File: config.mk
export PLATFORM = sky130hd
export DESIGN_NAME = barrel_shift_pipe
export DESIGN_NICKNAME = d
export VERILOG_FILES = /design/src/rtl/barrel_shift_pipe.sv
export SDC_FILE = /design/constraint.sdc
export NUM_CORES = 1
export LEC_CHECK = 0
export BUFFER_PORTS_ARGS = -buffer_cell sky130_fd_sc_hd__clkbuf_2
export CAP_MARGIN = 0
export CELL_PAD_IN_SITES_DETAIL_PLACEMENT = 0
export CELL_PAD_IN_SITES_GLOBAL_PLACEMENT = 1
export CORE_UTILIZATION = 43
export CTS_CLUSTER_DIAMETER = 200
export DETAILED_ROUTE_END_ITERATION = 16
export PLACE_DENSITY_LB_ADDON = 0.1
export SKIP_LAST_GASP = 1
export SLEW_MARGIN = 5
export SYNTH_ARGS = -nofsm -noshare
export SYNTH_HDL_FRONTEND = slang
export SYNTH_SLANG_ARGS = --single-unit
export TNS_END_PERCENT = 30
File: constraint.sdc
create_clock -name clk -period 1.6 [get_ports clk]
set_input_delay 0.32 -clock clk [delete_from_list [all_inputs] [get_ports clk]]
set_output_delay 0.32 -clock clk [all_outputs]
set_load 0.1 [all_outputs]
File: src/rtl/barrel_shift_pipe.sv
// rtl/barrel_shift_pipe.sv - pipelined ROR/ROL/LSR/ASR shifter, one 2^k step per stage
// Optional out_zero flag enabled by defining BARREL_SHIFT_PIPE_ZERO_FLAG_EN.
module barrel_shift_pipe #(
   parameter int ADDRESS_BITS = 3,
   parameter int TAG_BITS     = 4
) (
   input  logic                      clk,
   input  logic                      reset,
   input  logic                      in_valid,
   output logic                      in_ready,
   input  logic [2**ADDRESS_BITS-1:0] in_num,
   input  logic [ADDRESS_BITS-1:0]   in_amt,
   input  logic [1:0]                in_mode,
   input  logic [TAG_BITS-1:0]       in_tag,
   output logic                      out_valid,
   input  logic                      out_ready,
   output logic [2**ADDRESS_BITS-1:0] out_data,
   output logic [TAG_BITS-1:0]       out_tag
`ifdef BARREL_SHIFT_PIPE_ZERO_FLAG_EN
   ,
   output logic                      out_zero
`endif
);

   localparam int WIDTH = 2**ADDRESS_BITS;
   localparam logic [1:0] MODE_ROR = 2'b00;
   localparam logic [1:0] MODE_ROL = 2'b01;
   localparam logic [1:0] MODE_LSR = 2'b10;
   localparam logic [1:0] MODE_ASR = 2'b11;
   localparam logic [ADDRESS_BITS-1:0] AMT_ZERO = '0;

   logic [ADDRESS_BITS-1:0] valid_q, valid_d;
   logic [WIDTH-1:0]        data_q [ADDRESS_BITS];
   logic [WIDTH-1:0]        data_d [ADDRESS_BITS];
   logic [ADDRESS_BITS-1:0] amt_q  [ADDRESS_BITS];
   logic [ADDRESS_BITS-1:0] amt_d  [ADDRESS_BITS];
   logic [1:0]              mode_q [ADDRESS_BITS];
   logic [1:0]              mode_d [ADDRESS_BITS];
   logic [ADDRESS_BITS-1:0] sign_q, sign_d;
   logic [TAG_BITS-1:0]     tag_q  [ADDRESS_BITS];
   logic [TAG_BITS-1:0]     tag_d  [ADDRESS_BITS];

   logic [ADDRESS_BITS:0]   ready;

   logic [ADDRESS_BITS-1:0] stg_valid;
   logic [WIDTH-1:0]        stg_data [ADDRESS_BITS];
   logic [ADDRESS_BITS-1:0] stg_amt  [ADDRESS_BITS];
   logic [1:0]              stg_mode [ADDRESS_BITS];
   logic [ADDRESS_BITS-1:0] stg_sign;
   logic [TAG_BITS-1:0]     stg_tag  [ADDRESS_BITS];
   logic [WIDTH-1:0]        stepped  [ADDRESS_BITS];

   logic                    unused_bits;

   always_comb begin
      ready[ADDRESS_BITS] = out_ready;
      for (int k = ADDRESS_BITS - 1; k >= 0; k--) begin
         ready[k] = !valid_q[k] || ready[k + 1];
      end
   end

   // Stage 0 sees the prepared operand: ROL folded into ROR, sign latched for ASR.
   always_comb begin
      stg_valid[0] = in_valid;
      stg_data[0]  = in_num;
      stg_tag[0]   = in_tag;
      stg_sign[0]  = (in_mode == MODE_ASR) && in_num[WIDTH-1];
      if (in_mode == MODE_ROL) begin
         stg_amt[0]  = AMT_ZERO - in_amt;
         stg_mode[0] = MODE_ROR;
      end else begin
         stg_amt[0]  = in_amt;
         stg_mode[0] = in_mode;
      end
      for (int k = 1; k < ADDRESS_BITS; k++) begin
         stg_valid[k] = valid_q[k-1];
         stg_data[k]  = data_q[k-1];
         stg_amt[k]   = amt_q[k-1];
         stg_mode[k]  = mode_q[k-1];
         stg_sign[k]  = sign_q[k-1];
         stg_tag[k]   = tag_q[k-1];
      end
   end

   always_comb begin
      valid_d = valid_q;
      sign_d  = sign_q;
      for (int k = 0; k < ADDRESS_BITS; k++) begin
         stepped[k] = stg_data[k];
         if (stg_amt[k][k]) begin
            case (stg_mode[k])
               MODE_LSR: stepped[k] = stg_data[k] >> (1 << k);
               MODE_ASR: stepped[k] = (stg_data[k] >> (1 << k)) |
                                      (stg_sign[k] ? ~({WIDTH{1'b1}} >> (1 << k)) : '0);
               default:  stepped[k] = (stg_data[k] >> (1 << k)) |
                                      (stg_data[k] << (WIDTH - (1 << k)));
            endcase
         end
         data_d[k] = data_q[k];
         amt_d[k]  = amt_q[k];
         mode_d[k] = mode_q[k];
         tag_d[k]  = tag_q[k];
         if (ready[k]) begin
            valid_d[k] = stg_valid[k];
         end
         // Payload only moves with a real item so idle stages keep their contents.
         if (ready[k] && stg_valid[k]) begin
            data_d[k] = stepped[k];
            amt_d[k]  = stg_amt[k];
            mode_d[k] = stg_mode[k];
            sign_d[k] = stg_sign[k];
            tag_d[k]  = stg_tag[k];
         end
      end
   end

   always_comb begin
      unused_bits = 1'b0;
      for (int k = 0; k < ADDRESS_BITS; k++) begin
         unused_bits = unused_bits ^ (^amt_q[k]) ^ (^mode_q[k]) ^ sign_q[k];
      end
   end

   always_ff @(posedge clk) begin
      if (reset) begin
         valid_q <= '0;
         sign_q  <= '0;
         for (int k = 0; k < ADDRESS_BITS; k++) begin
            data_q[k] <= '0;
            amt_q[k]  <= '0;
            mode_q[k] <= '0;
            tag_q[k]  <= '0;
         end
      end else begin
         valid_q <= valid_d;
         sign_q  <= sign_d;
         for (int k = 0; k < ADDRESS_BITS; k++) begin
            data_q[k] <= data_d[k];
            amt_q[k]  <= amt_d[k];
            mode_q[k] <= mode_d[k];
            tag_q[k]  <= tag_d[k];
         end
      end
   end

`ifdef BARREL_SHIFT_PIPE_ZERO_FLAG_EN
   logic zero_q, zero_d;

   always_comb begin
      zero_d = zero_q;
      if (ready[ADDRESS_BITS-1] && stg_valid[ADDRESS_BITS-1]) begin
         zero_d = (stepped[ADDRESS_BITS-1] == '0);
      end
   end

   always_ff @(posedge clk) begin
      if (reset) begin
         zero_q <= 1'b0;
      end else begin
         zero_q <= zero_d;
      end
   end

   assign out_zero = zero_q;
`endif

   assign in_ready  = ready[0] && !reset;
   assign out_valid = valid_q[ADDRESS_BITS-1];
   assign out_data  = data_q[ADDRESS_BITS-1];
   assign out_tag   = tag_q[ADDRESS_BITS-1];

endmodule

==> impl_metrics.yaml <==
timing:
  timing.final.crit_share_pct: 97.3
  setup_slack_ns: 0.0431
  min_period_ns: 1.56
  relSlewSlack_pct: 64.0
  final-hold-violation-count: 0
  rsz0062_at_grt: "yes"
  worst_pin_slew_ns: 0.542
  slew_violations: 0
  tns_ns: 0
  setup_viol: 0
  fin_skew_ns: 0.00638
  fmax_ghz: 0.642
die:
  initial_core_util_pct: 45.6
  die_area_um2: 5400
  coreArea_um2: 4820
  io-pin-count: 35
  floorplan.rows: 25
  fp.dieH_um: 73.5
  die_w_um: 73.5
yosys:
  syn_area_per_cell_um2: 9.94
  yosys.area_share.simple_pct: 16.8
  synth_warnings: 0
  synth-adder-area-share_pct: 0.569
  synth_compound_area_share_pct: 17.7
  post_synth_instance_area_um2: 2200
  synthTopCellsByArea: "dfxtp_1, mux2i_1, edfxtp_1, a211oi_2, nand2_1"
  synth.area.mux_share_pct: 10.0
  ys_ff_latch: 48
  syn_nets: 243
  yosysTopAreaCell: "dfxtp_1"
  yosysSeqAreaShare_pct: 46.9
  synth_xor_area_share_pct: 0
  yosys.area.top_type_share_pct: 37.4
  synth_top_family_by_area: "compound AO/OA/AOI/OAI gates"
  syn_inst: 221
  synth_cell_types: 32
drt:
  post_drt_wl_per_cell_um: 12.4
  antenna_left: 0
  dr.pass1.iters: 4
  vias: 1546
  vias_per_cell: 4.91
  routed_wl_um: 3900
  drc: 0
  drt_iter0_drc: 44
placement:
  gp_congestion: 0.736
  dp_cells: 306
  io_buffer_count: 34
  post-place-ws_ns: 0.163
  hpwl_um: 2970
hold_path:
  hold_end: "valid_q[0]"
  hold_path.class: "input port to flop"
  hold_depth: 3
  hold_start: "in_valid"
clock_tree:
  cts_tree: "built"
  root_buffer: "clkbuf_8"
  cts-hold-fix-buffers: 0
  cts_inserted_buffers: 5
  clock-sinks: 48
  clk_path_buf_depth: 2
  clkTransAtPathRegs_ns: 0.09
  clkLatencyLatePin_ns: 0.30
  cts_htree_levels: 2
global_routing:
  first_global_vias: 1489
  overflow: 0
  grt_max_degree: 18
  busiest_layer: "met2"
  grt_pass1_wl_um: 6680
  grtUsageMet2_pct: 25.7
  grt_usage_pct: 16.1
  grtUsageMet3_pct: 3.84
  antenna_found_initial: 0
  met1_usage_pct: 21.3
finish:
  final_cell_mix: "dfxtp_1, clkbuf_2, nand2_1, mux2i_1, nor2_1"
  insertedDiodeCount: 0
  final_cells: 315
  layout-drive-gt1-share_pct: 32.7
  final_util_pct: 52.2
  final_net_count: 269
  area_growth_pct: 14.4
  layout_commonest_cell: "dfxtp_1"
critical_path:
  worst_ep_arrival_time_ns: 1.24
  reg2reg_from: "valid_q[2]"
  cp-start-kind: "flop"
  end_kind: "output pin"
  critPathSlowestCell: "dfxtp_4"
  path_class: "flop to output pin"
  rrSetupSlack_ns: 0.12
  cp_slowest_stage_delay_ns: 0.36
  crit_fanout: 3
  timing.rr.end: "sign_q[0]"
  r2r.worst_path.cells: 6
  required_ns: 1.28
  crit_path_cell_trace: "nor2b_4, and3_4, nor2_4, buf_12"
power:
  combPwrFrac_pct: 13.4
  p_total_uw: 2570
  p_clk_share_pct: 34.3
  p_int_uw: 1880
  switchingPower_uw: 681
  power.leakage_uw: 0.00101
  ir_worst_vdd_mv: 0.572
  power_density_nw_per_um2: 1020
  p_sw_share_pct: 26.6
  pwr-share-seq_pct: 52.3
outcome:
  outcome: "completed"
job:
  max_cap_violations: 0
-- state kept, by name, summed over array words and instances, names as in the netlist --
register	flops
amt_q	3
valid_q	3
sign_q	2
mode_q	4
tag_q	12
data_q	24
-- cell families (layout without fill, tap and decap cells) --
| kind of cell | after synthesis | count (layout) |
|---|---|---|
| multiplexers | 22 | 22 |
| flip-flops | 48 | 48 |
| adder cells (fa/ha/maj) | 1 | 1 |
| AND/OR/NAND/NOR | 75 | 75 |
| AO/OA/AOI/OAI | 47 | 47 |
| buffers and inverters | 28 | 55 |
-- cell usage after synthesis --
master,instances
o211ai_2,2
inv_2,1
o211ai_1,2
o21ai_1,8
nand2b_1,7
nand2_1,24
a211oi_2,12
and3_1,1
nor2b_1,4
edfxtp_1,7
nor2_1,17
a31oi_4,1
a32oi_1,1
buf_2,6
nand3_1,8
mux2i_1,22
ha_1,1
buf_1,3
nand3b_2,1
nand4_1,1
a22o_1,5
o21ai_0,4
inv_1,5
dfxtp_1,41
nor2b_4,1
buf_4,9
nor2_2,8
a21oi_1,11
a21oi_2,1
or2_1,2
buf_6,4
or3_1,1
-- power groups by stage --
stage	Clock (uW)	Sequential [uW]	Combinational, uW
after floorplan	0	1350	286
after global placement	0	1370	339
after detailed placement	0	1370	345
after CTS	904	1340	347
after global routing	960	1350	377
final	880	1340	344
-- final cells by class --
| type | instances | area (um2) |
|---|---|---|
| Clock inverter | 3 | 47.5 |
| Timing Repair Buffer | 41 | 250 |
| Fill cell | 481 | 2300 |
| Tap cell | 67 | 83.8 |
| Multi-Input combinational cell | 145 | 1000 |
| Clock buffer | 5 | 68.8 |
| Sequential cell | 48 | 1040 |
| Inverter | 6 | 22.5 |
-- what timing repair did --
action | in CTS | in global routing
setup buffers | 1 | 0
endpoints found under the setup margin | 1 | 1
pin swaps | 0 | 0
hold endpoints to repair | 0 | 0
gates resized for setup | 2 | 2
-- critical path, delay by kind of cell (launching register included) --
family                 cells  cell delay, ns
buffers and inverters      1            0.18
flip-flops                 1            0.36
AND/OR/NAND/NOR            3            0.41
-- metal layers --
metal | part of all wire (%) | wire length, um
met1 | 48 | 1890
met2 | 46 | 1790
met3 | 4.4 | 173
met4 | 1.3 | 50
met5 | 0 | 0
-- worst max path at each step --
stage          startpoint            end  slack (ns)  cells past startpoint
2_1_floorplan  valid_q[2]       in_ready       -0.03                      3
3_3_place_gp    out_ready       in_ready        0.22                      5
3_5_place_dp    out_ready  data_q[0][12]        0.16                      6
4_1_cts        valid_q[1]       in_ready        0.01                      3
5_1_grt        valid_q[2]       in_ready      -0.008                      4
6_report       valid_q[2]       in_ready        0.04                      4
-- through the flow --
step / hold WS [ns] / cell area (um2)
after CTS: 0.237 / 2510
after global placement: 0.443 / 2380
after global routing: 0.248 / 2510
after detailed placement: 0.450 / 2380
after floorplan: 0.432 / 2210
final: 0.245 / 2510
Note: power is estimated with default switching activity, not from simulation.
